==> src/rtl/rom_stream_ctrl.sv <==
// Burst read sequencer for a 1-cycle registered ROM, streaming words out over valid/ready.
// A 2-entry FIFO absorbs the read latency and downstream backpressure.
module rom_stream_ctrl #(
  parameter int ADDR_WIDTH = 4,
  parameter int DATA_WIDTH = 8
) (
  input  logic                  clk,
  input  logic                  rst_n,
  input  logic                  start,
  input  logic [ADDR_WIDTH-1:0] base_addr,
  input  logic [ADDR_WIDTH:0]   len,
  output logic                  busy,
  output logic                  done,
  output logic                  rom_en,
  output logic [ADDR_WIDTH-1:0] rom_addr,
  input  logic [DATA_WIDTH-1:0] rom_data,
  output logic                  out_valid,
  output logic [DATA_WIDTH-1:0] out_data,
  output logic                  out_last,
  input  logic                  out_ready
);

  typedef enum logic {IDLE, RUN} state_t;

  localparam logic [ADDR_WIDTH:0] ONE = 1;

  state_t                  state, state_nxt;
  logic [ADDR_WIDTH-1:0]   base_q;
  logic [ADDR_WIDTH-1:0]   addr_hold;
  logic [ADDR_WIDTH:0]     len_q;
  logic [ADDR_WIDTH:0]     issued;
  logic [ADDR_WIDTH:0]     accepted;
  logic                    inflight;
  logic [1:0]              occ;
  logic [DATA_WIDTH-1:0]   buf_mem [2];
  logic                    wr_ptr;
  logic                    rd_ptr;
  logic                    done_q;
  logic                    pop;
  logic                    push;
  logic                    finish;
  logic                    launch;
  logic                    zero_req;

  assign busy      = (state == RUN);
  assign done      = done_q;
  assign out_valid = (occ != 2'd0);
  assign out_data  = out_valid ? buf_mem[rd_ptr] : '0;
  assign out_last  = out_valid && (accepted == len_q - ONE);
  assign pop       = out_valid && out_ready;
  assign push      = inflight;
  assign finish    = (state == RUN) && pop && out_last;
  assign rom_addr  = rom_en ? (base_q + issued[ADDR_WIDTH-1:0]) : addr_hold;

  always_ff @(posedge clk or negedge rst_n) begin
    if (!rst_n) begin
      state <= IDLE;
    end else begin
      state <= state_nxt;
    end
  end

  // A read may only be issued if the word it returns is guaranteed a buffer slot,
  // counting the word already in flight and any word leaving this cycle.
  always_comb begin
    state_nxt = state;
    launch    = 1'b0;
    zero_req  = 1'b0;
    rom_en    = 1'b0;
    case (state)
      IDLE: begin
        if (start) begin
          if (len != '0) begin
            launch    = 1'b1;
            state_nxt = RUN;
          end else begin
            zero_req = 1'b1;
          end
        end
      end
      RUN: begin
        rom_en = (issued < len_q) &&
                 (({1'b0, occ} + {2'b00, inflight}) < (3'd2 + {2'b00, pop}));
        if (finish) state_nxt = IDLE;
      end
      default: state_nxt = IDLE;
    endcase
  end

  always_ff @(posedge clk or negedge rst_n) begin
    if (!rst_n) begin
      base_q    <= '0;
      len_q     <= '0;
      issued    <= '0;
      accepted  <= '0;
      inflight  <= 1'b0;
      addr_hold <= '0;
      done_q    <= 1'b0;
    end else begin
      done_q   <= finish || zero_req;
      inflight <= rom_en;
      if (rom_en) addr_hold <= rom_addr;
      if (launch) begin
        base_q   <= base_addr;
        len_q    <= len;
        issued   <= '0;
        accepted <= '0;
      end else begin
        if (rom_en) issued   <= issued + ONE;
        if (pop)    accepted <= accepted + ONE;
      end
    end
  end

  // Output FIFO: the returning ROM word is captured the cycle after its read.
  always_ff @(posedge clk or negedge rst_n) begin
    if (!rst_n) begin
      buf_mem[0] <= '0;
      buf_mem[1] <= '0;
      wr_ptr     <= 1'b0;
      rd_ptr     <= 1'b0;
      occ        <= 2'd0;
    end else begin
      if (push) begin
        buf_mem[wr_ptr] <= rom_data;
        wr_ptr          <= ~wr_ptr;
      end
      if (pop) rd_ptr <= ~rd_ptr;
      case ({push, pop})
        2'b10:   occ <= occ + 2'd1;
        2'b01:   occ <= occ - 2'd1;
        default: occ <= occ;
      endcase
    end
  end

endmodule

==> config.mk <==
export PLATFORM = sky130hd
export DESIGN_NAME = rom_stream_ctrl
export DESIGN_NICKNAME = d
export VERILOG_FILES = /design/src/rtl/rom_stream_ctrl.sv
export SDC_FILE = /design/constraint.sdc
export NUM_CORES = 1
export LEC_CHECK = 0
export ABC_AREA = 0
export CORE_ASPECT_RATIO = 1.1
export CORE_MARGIN = 2
export CORE_UTILIZATION = 50
export CTS_CLUSTER_SIZE = 12
export DETAILED_ROUTE_END_ITERATION = 7
export PLACE_DENSITY_LB_ADDON = 0.2
export SYNTH_ARGS = -nofsm -noshare
export SYNTH_HDL_FRONTEND = slang
export SYNTH_SLANG_ARGS = --single-unit
==> constraint.sdc <==
create_clock -name clk -period 5.7 [get_ports clk]
set_clock_uncertainty 0.1 [all_clocks]
set_input_delay 1.14 -clock clk [delete_from_list [all_inputs] [get_ports clk]]
set_output_delay 1.14 -clock clk [all_outputs]
set_load 0.05 [all_outputs]
## Yosys cells after proc, flatten, opt, wreduce, memory -nomap -nowiden

Index checks and enable logic that the tools add are counted.

- Input port bits: 21
- Output and inout bits: 17
- Register bits: 46
- Logic and storage cells: 68

- Reduce and logical (&&, ||, !) cells: 12
- Mux-type cells: 22
- $lt $le $gt $ge: 5
- Equality and inequality tests: 3
- Bitwise gates (word level): 5
- Add/sub/neg operators: 8

Operators with widths:

| operator | number |
|---|---|
| $mux W8 | 5 |
| $mux W5 | 4 |
| $bwmux W16 | 1 |
| $add A5 B1 Y5 const B | 2 |
| $demux W8 S1 | 1 |
| $mux W1 | 8 |
| $reduce_bool A2 Y1 | 4 |
| $logic_and A1 B1 Y1 | 6 |
| $eq A5 B5 Y1 | 1 |
| $lt A5 B5 Y1 | 1 |
| $reduce_bool A5 Y1 | 1 |
| $sub A5 B1 Y5 const B | 1 |
| $add A4 B4 Y4 | 1 |
| $ge A2 B2 Y1 const B | 2 |
| $mux W4 | 1 |
| $not A1 Y2 | 2 |
| $pmux W2 S2 | 1 |
| $add A2 B1 Y3 | 1 |
| $add A2 B1 Y3 const A | 1 |
| $lt A3 B3 Y1 | 1 |
| $not A1 Y1 | 3 |
| $add A2 B1 Y2 const B | 1 |
| $eq A2 B1 Y1 const B | 1 |
| $eq A2 B2 Y1 const B | 1 |
| other kinds (4) | 4 |

## Depth between registers and ports, before layout

Gate-level depths: netlist of the first run.

- Word-level depth: 8
- Gate-level depth with buffers: 8
- Mapped depth without buffers: 7

## Least setup slack after synthesis of the first run

Ideal clock, no wire load.

- Path kind: input to output
- From: input port out_ready
- To: output port rom_addr[1]
- Cell stages on the path: 6
- Arrival: 2,831 ps
- Required time: 4,460 ps
- Path slack: 1,629 ps
- Path through: o21a_1 buf_6 o211ai_4 a31oi_4 buf_6 mux2i_1

- Cells in the longest elaborated chain, start to end: 6

RTL lines:

| element | line | RTL |
|---|---|---|
| start: declaration | 20 | `input logic out_ready` |
| $logic_and A1 B1 Y1 | 50 | `assign pop = out_valid && out_ready;` |
| via pop | 39 | `logic pop;` |
| $add A2 B1 Y3 | 83 | `(({1'b0, occ} + {2'b00, inflight}) < (3'd2 + {2'b00, pop}));` |
| $lt A3 B3 Y1 | 83 |  |
| $logic_and A1 B1 Y1 | 82 | `rom_en = (issued < len_q) &&` |
| $mux W1 | 70 | `case (state)` |
| via rom_en | 14 | `output logic rom_en,` |
| $mux W4 | 53 | `assign rom_addr = rom_en ? (base_q + issued[ADDR_WIDTH-1:0]) : addr_hold;` |
| end: declaration | 15 | `output logic [ADDR_WIDTH-1:0] rom_addr,` |

The timed path passes the listed nets, and every way through them passes these cells.

## Worst setup path after layout of the first run

- From: input port out_ready
- To: output port rom_addr[0]

- Cells in the longest elaborated chain, start to end: 6

RTL lines:

| element | line |
|---|---|
| $logic_and A1 B1 Y1 | 50 |
| $add A2 B1 Y3 | 83 |
| $lt A3 B3 Y1 | 83 |
| $logic_and A1 B1 Y1 | 82 |
| $mux W1 | 70 |
| $mux W4 | 53 |

Every way passes these cells.

==> results of run 1 <==
==> critical path, stage by stage <==
cell                              delay [ps]
sky130_fd_sc_hd__clkdlybuf4s50_1         460
sky130_fd_sc_hd__o21a_1                  400
sky130_fd_sc_hd__o211ai_4                120
sky130_fd_sc_hd__a31oi_4                 340
sky130_fd_sc_hd__mux2_1                  360
sky130_fd_sc_hd__clkdlybuf4s50_1         700
==> final cells by class <==
class                   count  area [sq um]
flip-flops and latches     46          1150
clock buffers               7          86.3
well taps                  56          70.1
clock inverters             1          5.00
fillers                   377          1750
repair buffers             39           380
inverters                  13          48.8
multi-input cells         140          1160
==> placed cells by master, fill, tap and decap left out, drive strengths merged, types with 2 or more instances in the layout <==
| master | count |
|---|---|
| a21oi | 4 |
| nor2b | 3 |
| dfrtp | 46 |
| mux2 | 23 |
| xnor2 | 11 |
| clkdlybuf4s50 | 36 |
| a31oi | 2 |
| nor2 | 21 |
| ha | 13 |
| clkbuf | 7 |
| nand2 | 11 |
| o211ai | 2 |
| xor2 | 8 |
| mux2i | 15 |
| o21ai | 8 |
| nand2b | 3 |
| buf | 3 |
| inv | 13 |
| nand4 | 4 |
==> flip-flops by register name, summed over array words and instances, names as in the netlist <==
name       flops
done           1
inflight       1
buf_mem       16
occ            2
len_q          5
issued         5
busy           1
rd_ptr         1
wr_ptr         1
base_q         4
addr_hold      4
accepted       5
==> logic make-up after synthesis <==
group	synth area share [%]
simple gates	9.45
flops	47.7
mux	17.0
compound gates	7.37
xor+xnor	6.90
buf+inv	4.00
fa+ha+maj	7.58
==> through the flow <==
| stage | setup WS, ps | area [sq um] | std cells | utilization, % | hold WS, ps |
|---|---|---|---|---|---|
| finish | 929 | 2910 | 302 | 62.5 | 387 |
| global placement | 916 | 2810 | 294 | 60.5 | 365 |
| CTS | 910 | 2910 | 302 | 62.5 | 392 |
| global route | 797 | 2910 | 302 | 62.5 | 399 |
| floorplan | 1630 | 2410 | 205 | - | 350 |
| detailed placement | 914 | 2810 | 294 | 60.5 | 373 |
==> path summary, 6_finish.rpt <==
kind	start	end	slack [ps]	cells past startpoint
worst max-delay path	out_ready	rom_addr[0]	930	6
worst min-delay path	addr_hold[2]	addr_hold[2]	390	1
worst max register to register	occ[0]	addr_hold[0]	3300	7
worst min register to register	addr_hold[2]	addr_hold[2]	390	1
max in group asynchronous	rst_n	buf_mem[11]	3980	1
min in group asynchronous	rst_n	buf_mem[1]	900	1
==> routing by layer <==
| layer | GRT usage, % | vias up |
|---|---|---|
| li1 | - | 781 |
| met1 | 23.5 | 779 |
| met2 | 28.7 | 33 |
| met3 | 3.94 | 9 |
| met4 | 5.96 | 0 |
| met5 | 0 | - |
==> flow_metrics.py, run 1 <==
metrics = {
    "floorplanning": {
        "floorplan.core_area_sq_um": 4650,
        "die-area_sq_um": 5390,
        "die_h_microns": 76.8,
        "overall_die_width_microns": 70.2,
        "design.portCount": 38,
        "std_cell_rows": 26,
        "initial_core_util_pct": 51.8,
    },
    "critical_path": {
        "crit_path_start_kind": "input pin",
        "worst_setup_path_end_kind": "output pin",
        "critical_path.max_fanout": 11,
        "cp.arrival_ps": 3530,
        "cp_data_required_time_ps": 4460,
        "worst-setup-path-type": "input pin to output pin",
    },
    "routing": {
        "first_pass_iters": 5,
        "met1_length_microns": 1870,
        "top_layer_used": "met4",
        "num_vias": 1602,
        "dr_wl_met2_microns": 2040,
        "wirelength_microns": 4160,
        "first_iter_violations": 96,
        "route.detailed.wl_per_inst_microns": 13.8,
        "vias_per_cell": 5.30,
        "antenna_left": 0,
        "drc_markers": 0,
        "dr_wl_met3_microns": 163,
    },
    "layout": {
        "design.final.nets": 280,
        "layout-drive-gt1-share_pct": 13.4,
        "area_delta_synth_final_pct": 20.5,
        "number_of_diodes_added_for_antenna_fixing": 0,
    },
    "job": {
        "drv_cap": 0,
    },
    "yosys": {
        "synthesis.area_sq_um": 2410,
        "cell_with_the_most_instances_after_synthesis": "sky130_fd_sc_hd__dfrtp_1",
        "post_synth_main_area_contributors": "sky130_fd_sc_hd__dfrtp_1 48%, sky130_fd_sc_hd__mux2_2 7.5%, sky130_fd_sc_hd__ha_1 6.7%",
        "synth.yosys.warnings": 0,
        "postSynthAreaPerCell_sq_um": 11.8,
        "netlist-cell-type-count": 36,
        "synthDominantAreaCellType": "sky130_fd_sc_hd__dfrtp_1",
        "yosys_most_used_dff": "sky130_fd_sc_hd__dfrtp_1",
        "async_reset_ff_share_pct": 100,
        "syn-instance-count": 205,
        "synth_commonest_cells": "46 x sky130_fd_sc_hd__dfrtp_1, 21 x sky130_fd_sc_hd__nor2_1, 16 x sky130_fd_sc_hd__mux2_2, 15 x sky130_fd_sc_hd__mux2i_1, 13 x sky130_fd_sc_hd__ha_1",
        "netlist.area_leader.share_pct": 47.7,
        "synth_nets": 240,
        "yosys_register_bits": 46,
        "synth_seq_area_share_pct": 47.7,
        "number_of_enable_flip_flop_cells_after_synthesis": 0,
    },
    "hold_path": {
        "holdCritPathClass": "register to register",
    },
    "cts": {
        "tritoncts_num_sinks": 46,
        "cts-root-to-sink-buffers": 2,
        "numCtsBuffers": 5,
        "worst_setup_hold_path_clk_slew_ps": 80,
        "cts.repair.resized": 0,
        "cts_hold_buf": 0,
        "htreeDepth": 2,
        "root_buffer": "sky130_fd_sc_hd__clkbuf_8",
        "post_cts.repair.setup_buffers": 0,
        "cts_tree": "built",
        "clk-insertion-delay-late_ps": 300,
    },
    "placement": {
        "place.gp.congestion": 0.765,
        "place.port_buffers": 37,
        "detailed_placer_s_ending_hpwl_microns": 3140,
    },
    "sta": {
        "max_freq_mhz": 210,
        "final.setup.tns_ps": 0,
        "setup_repair_after_global_routing_missed_its_margin": "false",
        "timing.max_slew.rel_slack_pct": 33.9,
        "final_max_slew_viol_count": 0,
        "min_period_over_period_pct": 83.7,
        "setup-violations-final": 0,
        "timing.final.hold_violations": 0,
        "final_period_minus_worst_setup_slack_ps": 4770,
        "least_margin_pin_slew_ps": 991,
    },
    "global_route": {
        "grt_remaining_overflow": 0,
        "first_pass_grt_wire_length_microns": 7570,
        "largest_net_degree_at_the_start_of_global_routing": 47,
        "grt_antenna_before_repair": 0,
        "grt_usage_pct": 17.7,
        "grt_pass1_vias": 1633,
    },
    "status": {
        "outcome": "completed",
    },
}
Power of run 1 is not shown: default switching activity piles up to over one toggle a cycle in this logic, so the estimate is an artifact.
==> run 2, diff against run 1 <==
clock period = 4.85 ns   (was 5.7 ns; I/O delays follow)
==> run 2 against run 1 <==
- sequential share of layout area decreased by 0.82 points
- design area is 2.1% higher
- worst hold slack got worse by 8.9 ps
- utilization grew 1.3 points
- global-route usage down 0.13 points
- critical path depth is the same
- cell count rose by 0.66%
- non-clock buffer count grew 2
- critical endpoint is now rom_en
- largest cell class unchanged
==> flow_metrics.py, run 2 (synthesis gave the netlist of run 1 again) <==
metrics = {
    "status": {
        "outcome": "completed",
    },
    "floorplanning": {
        "floorplan.core_area_sq_um": 4650,
        "initial_core_util_pct": 51.8,
        "std_cell_rows": 26,
        "die-area_sq_um": 5390,
        "overall_die_width_microns": 70.2,
        "design.portCount": 38,
        "die_h_microns": 76.8,
    },
    "routing": {
        "antenna_left": 0,
        "vias_per_cell": 5.23,
        "num_vias": 1591,
        "route.detailed.wl_per_inst_microns": 13.6,
        "drc_markers": 0,
        "wirelength_microns": 4130,
        "first_iter_violations": 58,
        "first_pass_iters": 4,
    },
    "cts": {
        "tritoncts_num_sinks": 46,
        "cts-root-to-sink-buffers": 2,
        "numCtsBuffers": 5,
        "cts_tree": "built",
        "worst_setup_hold_path_clk_slew_ps": 80,
        "root_buffer": "sky130_fd_sc_hd__clkbuf_8",
        "cts.repair.resized": 0,
        "htreeDepth": 2,
        "clk-insertion-delay-late_ps": 300,
        "post_cts.repair.setup_buffers": 0,
        "cts_hold_buf": 0,
    },
    "global_route": {
        "grt_remaining_overflow": 0,
        "first_pass_grt_wire_length_microns": 7510,
        "grt_antenna_before_repair": 0,
        "grt_usage_pct": 17.5,
        "largest_net_degree_at_the_start_of_global_routing": 47,
        "grt_pass1_vias": 1646,
    },
    "layout": {
        "area_delta_synth_final_pct": 23.0,
        "design.final.nets": 282,
        "layout-drive-gt1-share_pct": 15.3,
        "mostFrequentLayoutCells": "46 x sky130_fd_sc_hd__dfrtp_1, 34 x sky130_fd_sc_hd__clkdlybuf4s50_1, 21 x sky130_fd_sc_hd__nor2_1",
        "final_common_cell": "sky130_fd_sc_hd__dfrtp_1",
        "regMostFlops": "buf_mem",
        "largest_register_ffs": 16,
        "number_of_diodes_added_for_antenna_fixing": 0,
    },
    "job": {
        "drv_cap": 0,
    },
    "placement": {
        "detailed_placer_s_ending_hpwl_microns": 3160,
        "place.gp.congestion": 0.759,
        "place.port_buffers": 37,
    },
    "critical_path": {
        "worst-setup-path-type": "input pin to output pin",
        "cp_data_required_time_ps": 3780,
        "timing.reg2reg.setup_slack_ps": 2540,
        "critical_path.reg2reg.endpoint": "addr_hold[2]",
        "cp.arrival_ps": 2990,
        "regToRegStartpoint": "occ[0]",
        "worst_setup_path_end_kind": "output pin",
        "reg2regPathDepth": 7,
        "critical_path.max_fanout": 13,
        "crit_path_start_kind": "input pin",
    },
    "sta": {
        "final_max_slew_viol_count": 0,
        "max_freq_mhz": 246,
        "final_period_minus_worst_setup_slack_ps": 4060,
        "final.setup.tns_ps": 0,
        "least_margin_pin_slew_ps": 990,
        "timing.max_slew.rel_slack_pct": 34.0,
        "setup_repair_after_global_routing_missed_its_margin": "false",
        "timing.final.hold_violations": 0,
        "setup-violations-final": 0,
        "min_period_over_period_pct": 83.7,
    },
    "hold_path": {
        "worstHoldPathCells": 1,
        "holdCritPathClass": "register to register",
        "hold_end": "issued[4]",
        "hp-start": "issued[4]",
    },
}
-- run 2: cell count changes in the layout (fill, tap and decap cells not counted) --
cell and change:
sky130_fd_sc_hd__buf_4 +4, sky130_fd_sc_hd__clkinv_2 -1, sky130_fd_sc_hd__clkdlybuf4s50_1 -2, sky130_fd_sc_hd__clkbuf_1 -1, sky130_fd_sc_hd__bufinv_16 +2
-- run 2: worst max path at each step --
stage                    from          end  slack, ps  cells past startpoint
floorplan           out_ready  rom_addr[1]       1120                      6
global placement    out_ready       rom_en        790                      6
detailed placement  out_ready       rom_en        770                      6
CTS                 out_ready       rom_en        770                      6
global route        out_ready       rom_en        690                      6
finish              out_ready       rom_en        790                      6
-- run 2: area by class of cell --
type / count / area (sq um)
fillers: 410 / 1690
multi-input cells: 140 / 1160
flip-flops and latches: 46 / 1150
repair buffers: 41 / 390
clock buffers: 6 / 82.6
well taps: 56 / 70.1
clock inverters: 2 / 60.1
inverters: 13 / 48.8
-- run 2: per-stage QoR --
step,hold slack (ps),instances,setup slack (ps),instance area (sq um),util (%)
floorplan,350,205,1120,2410,-
detailed placement,372,296,774,2820,60.7
global placement,362,296,793,2820,60.7
CTS,386,304,768,2970,63.8
global route,408,304,692,2970,63.8
finish,378,304,792,2970,63.8
-- run 2: critical path, stage by stage --
cell	delay (ps)
sky130_fd_sc_hd__clkdlybuf4s50_1	450
sky130_fd_sc_hd__o21a_1	180
sky130_fd_sc_hd__o211ai_4	90
sky130_fd_sc_hd__a31oi_4	220
sky130_fd_sc_hd__buf_4	240
sky130_fd_sc_hd__clkdlybuf4s50_1	830
-- run 2: metal layers --
layer / routed length (microns) / global-route usage (%) / vias to the layer above
met5: 0 / 0 / -
met4: 59 / 5.77 / 0
met3: 125 / 3.94 / 7
met2: 2080 / 30.3 / 27
met1: 1870 / 21.7 / 770
li1: - / - / 787
Power of run 2 is left out for the same reason.
==> run 3, diff against run 2 <==
CORE_UTILIZATION = 48   (was 50)
clock period = 3.2 ns   (was 4.85 ns; I/O delays follow)
==> run 3 against run 2 <==
- first-iteration DRC count shrank 14%
- via count grew 2.3%
- worst setup slack lost 610 ps
- wire length grew 4.8%
- non-clock buffer count grew 8
- critical path depth grew 1
- sequential cell count is the same
- utilization shrank 1.8 points
- cell count grew 3.3%
- global-route usage shrank 0.062 points
- largest cell class unchanged
- worst hold slack gained 11 ps
- design area grew 3.0%
==> flow_metrics.py, run 3 (synthesis gave the netlist of run 1 again) <==
metrics = {
    "critical_path": {
        "critical_path.max_stage_delay_ps": 420,
        "worstPathBufferInverterCount": 1,
        "cp_data_required_time_ps": 2460,
        "worst_path_max_delay_cell": "sky130_fd_sc_hd__dfrtp_1",
        "critical_path.max_fanout": 7,
        "crit_path_cell_chain": "ha_1, ha_4, a22oi_2, o211ai_4, a31oi_4, mux2_4, buf_6",
        "worst_setup_path_end_kind": "output pin",
        "worst-setup-path-type": "register to output pin",
        "cp.arrival_ps": 2280,
        "timing.critical_path.max_delay_family": "compound AO/OA/AOI/OAI gates",
        "crit_path_start_kind": "register",
    },
    "sta": {
        "final.setup.tns_ps": 0,
        "min_period_over_period_pct": 94.3,
        "setup_repair_after_global_routing_missed_its_margin": "false",
        "timing.max_slew.rel_slack_pct": 26.9,
        "timing.final.hold_violations": 0,
        "max_freq_mhz": 332,
        "final_period_minus_worst_setup_slack_ps": 3020,
        "setup-violations-final": 0,
        "least_margin_pin_slew_ps": 1090,
        "final_max_slew_viol_count": 0,
    },
    "routing": {
        "first_iter_violations": 50,
        "wirelength_microns": 4330,
        "first_pass_iters": 4,
        "route.detailed.wl_per_inst_microns": 13.8,
        "num_vias": 1628,
        "drc_markers": 0,
        "antenna_left": 0,
        "vias_per_cell": 5.18,
    },
    "layout": {
        "mostFrequentLayoutCells": "45 x sky130_fd_sc_hd__dfrtp_1, 30 x sky130_fd_sc_hd__clkdlybuf4s50_1, 21 x sky130_fd_sc_hd__nor2_1",
        "area_delta_synth_final_pct": 26.7,
        "layout-drive-gt1-share_pct": 21.5,
        "regMostFlops": "buf_mem",
        "layout.cells.non_filler": 314,
        "number_of_diodes_added_for_antenna_fixing": 0,
        "final_common_cell": "sky130_fd_sc_hd__dfrtp_1",
        "largest_register_ffs": 16,
        "finish.instance_area_sq_um": 3050,
        "core_utilization_of_the_finished_layout_pct": 61.9,
        "design.final.nets": 290,
    },
    "global_route": {
        "grt_remaining_overflow": 0,
        "grt_usage_pct": 17.5,
        "largest_net_degree_at_the_start_of_global_routing": 47,
        "grt_antenna_before_repair": 0,
        "first_pass_grt_wire_length_microns": 7620,
        "grt_pass1_vias": 1663,
    },
    "cts": {
        "htreeDepth": 2,
        "worst_setup_hold_path_clk_slew_ps": 80,
        "cts_tree": "built",
        "cts-root-to-sink-buffers": 2,
        "root_buffer": "sky130_fd_sc_hd__clkbuf_8",
        "clk-insertion-delay-late_ps": 300,
        "numCtsBuffers": 5,
        "tritoncts_num_sinks": 46,
        "cts_hold_buf": 0,
    },
    "floorplanning": {
        "initial_core_util_pct": 48.9,
        "die_h_microns": 78.3,
        "std_cell_rows": 27,
        "overall_die_width_microns": 71.6,
        "design.portCount": 38,
        "die-area_sq_um": 5610,
        "floorplan.core_area_sq_um": 4930,
    },
    "status": {
        "outcome": "completed",
    },
    "job": {
        "drv_cap": 0,
    },
    "placement": {
        "placed_cells_incl_taps": 301,
        "place.gp.congestion": 0.723,
        "place.port_buffers": 37,
        "postPlaceCellArea_sq_um": 2900,
        "detailed_placer_s_ending_hpwl_microns": 3160,
    },
    "hold_path": {
        "holdCritPathClass": "register to register",
    },
}
-- run 3: changes by cell type in the layout (fill, tap and decap cells not counted), sizes merged --
cell / before / now
buf: 7 / 19
clkdlybuf4s50: 34 / 30
bufinv: 2 / 0
clkbuf: 6 / 7
clkinv: 0 / 1
-- run 3: worst reg2reg max path: cells and delay by family, from the launching register on --
| kind | cells | cell delay (ps) |
|---|---|---|
| compound gates | 3 | 600 |
| mux | 1 | 320 |
| flops | 1 | 420 |
| buf+inv | 2 | 340 |
| fa+ha+maj | 2 | 460 |
-- run 3: timing repair --
action,in CTS,in global routing
resized for setup,0,6
pin swaps,0,1
buffers inserted,2,3
hold endpoints to repair,0,0
setup endpoints to repair,2,4
-- run 3: per-layer routing --
metal | track usage (%) | routed length [microns] | up-vias
met3 | 4.49 | 162 | 6
met1 | 22.0 | 1890 | 791
met5 | 0 | 0 | -
li1 | - | - | 805
met4 | 6.79 | 78 | 0
met2 | 28.7 | 2200 | 26
-- run 3: final cells by class --
type	instances	area, sq um
sequential	46	1150
clock inverter	1	5.00
inverter	13	48.8
timing repair buffer	49	498
fill	425	1880
tap	58	72.6
multi-input combinational	140	1190
clock buffer	7	86.3
-- run 3: path summary, 6_finish.rpt --
path | depth (start not counted) | slack [ps] | startpoint | end
max | 7 | 180 | inflight | rom_addr[2]
min | 1 | 390 | issued[4] | issued[4]
max reg2reg | 8 | 840 | inflight | addr_hold[2]
min reg2reg | 1 | 390 | issued[4] | issued[4]
max in group asynchronous | 1 | 1930 | rst_n | occ[0]
min in group asynchronous | 1 | 400 | rst_n | buf_mem[5]
-- run 3: per-stage QoR --
stage,hold slack (ps),worst slack [ps]
2_1_floorplan,244,124
3_3_place_gp,366,217
3_5_place_dp,378,186
4_1_cts,399,7.98
5_1_grt,426,71.5
6_report,389,183
Power of run 3 is left out for the same reason.
==> variant (settings of run 3) <==
Make the reset (`rst_n`) synchronous in 3 clocked blocks.
--- a/src/rtl/rom_stream_ctrl.sv
+++ b/src/rtl/rom_stream_ctrl.sv
@@ -52,7 +52,7 @@
   assign finish    = (state == RUN) && pop && out_last;
   assign rom_addr  = rom_en ? (base_q + issued[ADDR_WIDTH-1:0]) : addr_hold;
 
-  always_ff @(posedge clk or negedge rst_n) begin
+  always_ff @(posedge clk) begin
     if (!rst_n) begin
       state <= IDLE;
     end else begin
@@ -87,7 +87,7 @@
     endcase
   end
 
-  always_ff @(posedge clk or negedge rst_n) begin
+  always_ff @(posedge clk) begin
     if (!rst_n) begin
       base_q    <= '0;
       len_q     <= '0;
@@ -113,7 +113,7 @@
   end
 
   // Output FIFO: the returning ROM word is captured the cycle after its read.
-  always_ff @(posedge clk or negedge rst_n) begin
+  always_ff @(posedge clk) begin
     if (!rst_n) begin
       buf_mem[0] <= '0;
       buf_mem[1] <= '0;
Behaviour: differs if rst_n is asserted again (counterexample within 4 cycles, from zero or initial values and one cycle with rst_n low); with rst_n held inactive, the same outputs for 10 cycles.
==> variant against run 3 <==
  * Die area is 1.4% lower
  * Synthesized cell count is 12% higher
  * Area after synthesis shrank 1.5%
  * Sequential cell count increased by 1
  * Final area shrank 3.6%
  * Routed wire length decreased by 0.25%
  * First-iteration DRC count increased by 50%
  * Worst setup slack got worse by 0.088 ns
  * Critical path type is now in -> out
Power is left out: it rests on default switching activity, and per cell area and clock period it moved more than threefold.
==> variant: results (changes against run 3) <==
Post-synth EDFFs 16 (+16); RR Endpoint addr_hold[0]; flop-to-flop setup slack 1.03 ns (+0.19 ns); Tot GR Track Use 0.176 (+0.00109); fraction of layout cells with a size suffix above 1 0.0993 (-0.116); WP data arrival 2.36 ns (+0.08 ns); Area contributors post-synth dfxtp_1 26%, edfxtp_1 20%, and2_1 6.8%, ha_1 6.8%, mux2i_1 6.7%; hpwl dp 3180 um (+0.78%); sequential area share after synthesis 0.464 (-0.0138); top post-synthesis cells by count 31 x dfxtp_1, 26 x and2_1, 21 x nor2_1, 16 x edfxtp_1, 16 x mux2i_1; number of cells on the worst hold path 2 (+1); nets 306 (+5.5%); post-synthesis cell type count 39 (+8.3%); status completed; cts bufs inserted 5 (unchanged); Routed WL per cell 13.2 um (-4.5%); remaining antenna violation count 0 (unchanged); initial antenna violation count 0 (unchanged); asr flop ratio synth 0 (-1.00); Root Driver clkbuf_8; FF-to-FF Start len_q[2]; Post-CTS Hold Fix Bufs 0 (unchanged); max reg flops 16 (unchanged); Post-Syn Nets 264 (+10%); max_slew headroom 0.192 (-0.0774); first-pass GRT wire length 7500 um (-1.6%); clk buf depth 2 (unchanged); Starting DRT DRC Count 75 (+50%); crit-path max FO 12 (+5); Biggest register buf_mem; Vias 1652 (+1.5%); port bufs 37 (unchanged); Critical Path Start out_ready; type of the most critical hold path reg -> reg; fill count 411 (-3.3%); routability cong. 0.753 (+4.2%); largest net degree at the start of global routing 29 (-38%); Post-CTS Setup Bufs 0 (-2); number of global-route vias before repair 1600 (-3.8%); Worst Setup EP rom_addr[0]; path depth of the worst reg2reg path 8 (unchanged); DRC 0 (unchanged); Top FF cell, synth dfxtp_1; DRT Pass-1 Iters 4 (unchanged); Skew-Pair Late Insertion Delay 0.30 ns (about the same)
==> variant: cell count changes after synthesis, moves of 7 or more <==
cell	run 3	this run
dfxtp_1	0	31
o21ai_1	8	1
edfxtp_1	0	16
and2_1	1	26
mux2_1	7	0
mux2_2	16	2
dfrtp_1	46	0
==> variant: logic make-up after synthesis <==
family / Yosys count / synth area share
DFF: 47 / 0.464
adders and majority gates: 14 / 0.0769
muxes: 19 / 0.0832
xor gates and xnor gates: 18 / 0.0664
and+or+nand+nor: 87 / 0.195
buffers and inverters: 19 / 0.0348
AOI/OAI and AO/OA: 25 / 0.0796
==> variant: worst min-delay path by stage <==
stage          startpoint   endpoint  slack (ns)
3_5_place_dp    issued[4]  issued[4]        0.38
4_1_cts         issued[4]  issued[4]        0.40
2_1_floorplan   issued[4]  issued[4]        0.35
5_1_grt         issued[4]  issued[4]        0.41
3_3_place_gp    issued[4]  issued[4]        0.37
6_report        issued[4]  issued[4]        0.40
==> variant: what timing repair did <==
action | 4_1_cts | 5_1_grt
endpoints found under the hold margin | 0 | 0
cloned | 0 | 0
gates resized for setup | 1 | 1
pin swaps | 0 | 1
endpoints found under the setup margin | 2 | 4
==> variant: final cells by class <==
| class | instances | area (sq um) | share of cell area |
|---|---|---|---|
| Sequential cell | 47 | 1100 | 0.375 |
| Multi-Input combinational cell | 163 | 1190 | 0.406 |
| Clock inverter | 2 | 12.5 | 0.00425 |
| Timing Repair Buffer | 42 | 443 | 0.151 |
| Tap cell | 56 | 70.1 | 0.0238 |
| Inverter | 12 | 45.0 | 0.0153 |
| Clock buffer | 6 | 72.6 | 0.0247 |
==> variant: stage by stage <==
step / std cells / instance area (sq um) / worst slack, ns
final: 328 / 2940 / 0.0956
after global routing: 328 / 2940 / 0.00437
after CTS: 328 / 2940 / 0.0654
after detailed placement: 320 / 2850 / 0.0909
after global placement: 320 / 2850 / 0.121
after floorplan: 229 / 2380 / 0.231
==> variant: layer usage <==
metal	vias to the layer above	global-route usage	wire [um]	part of all wire
met2	25	0.292	2080	0.48
li1	858	-	-	-
met3	8	0.0377	151	0.035
met1	761	0.218	2000	0.46
met4	0	0.0792	91	0.021
met5	-	0	0	0
==> variant: worst max-delay path, cell delays in order <==
cell,delay [ns]
clkdlybuf4s50_1,0.49
o21ai_2,0.07
o21a_1,0.19
a311oi_4,0.25
buf_12,0.18
mux2_2,0.35
buf_4,0.19
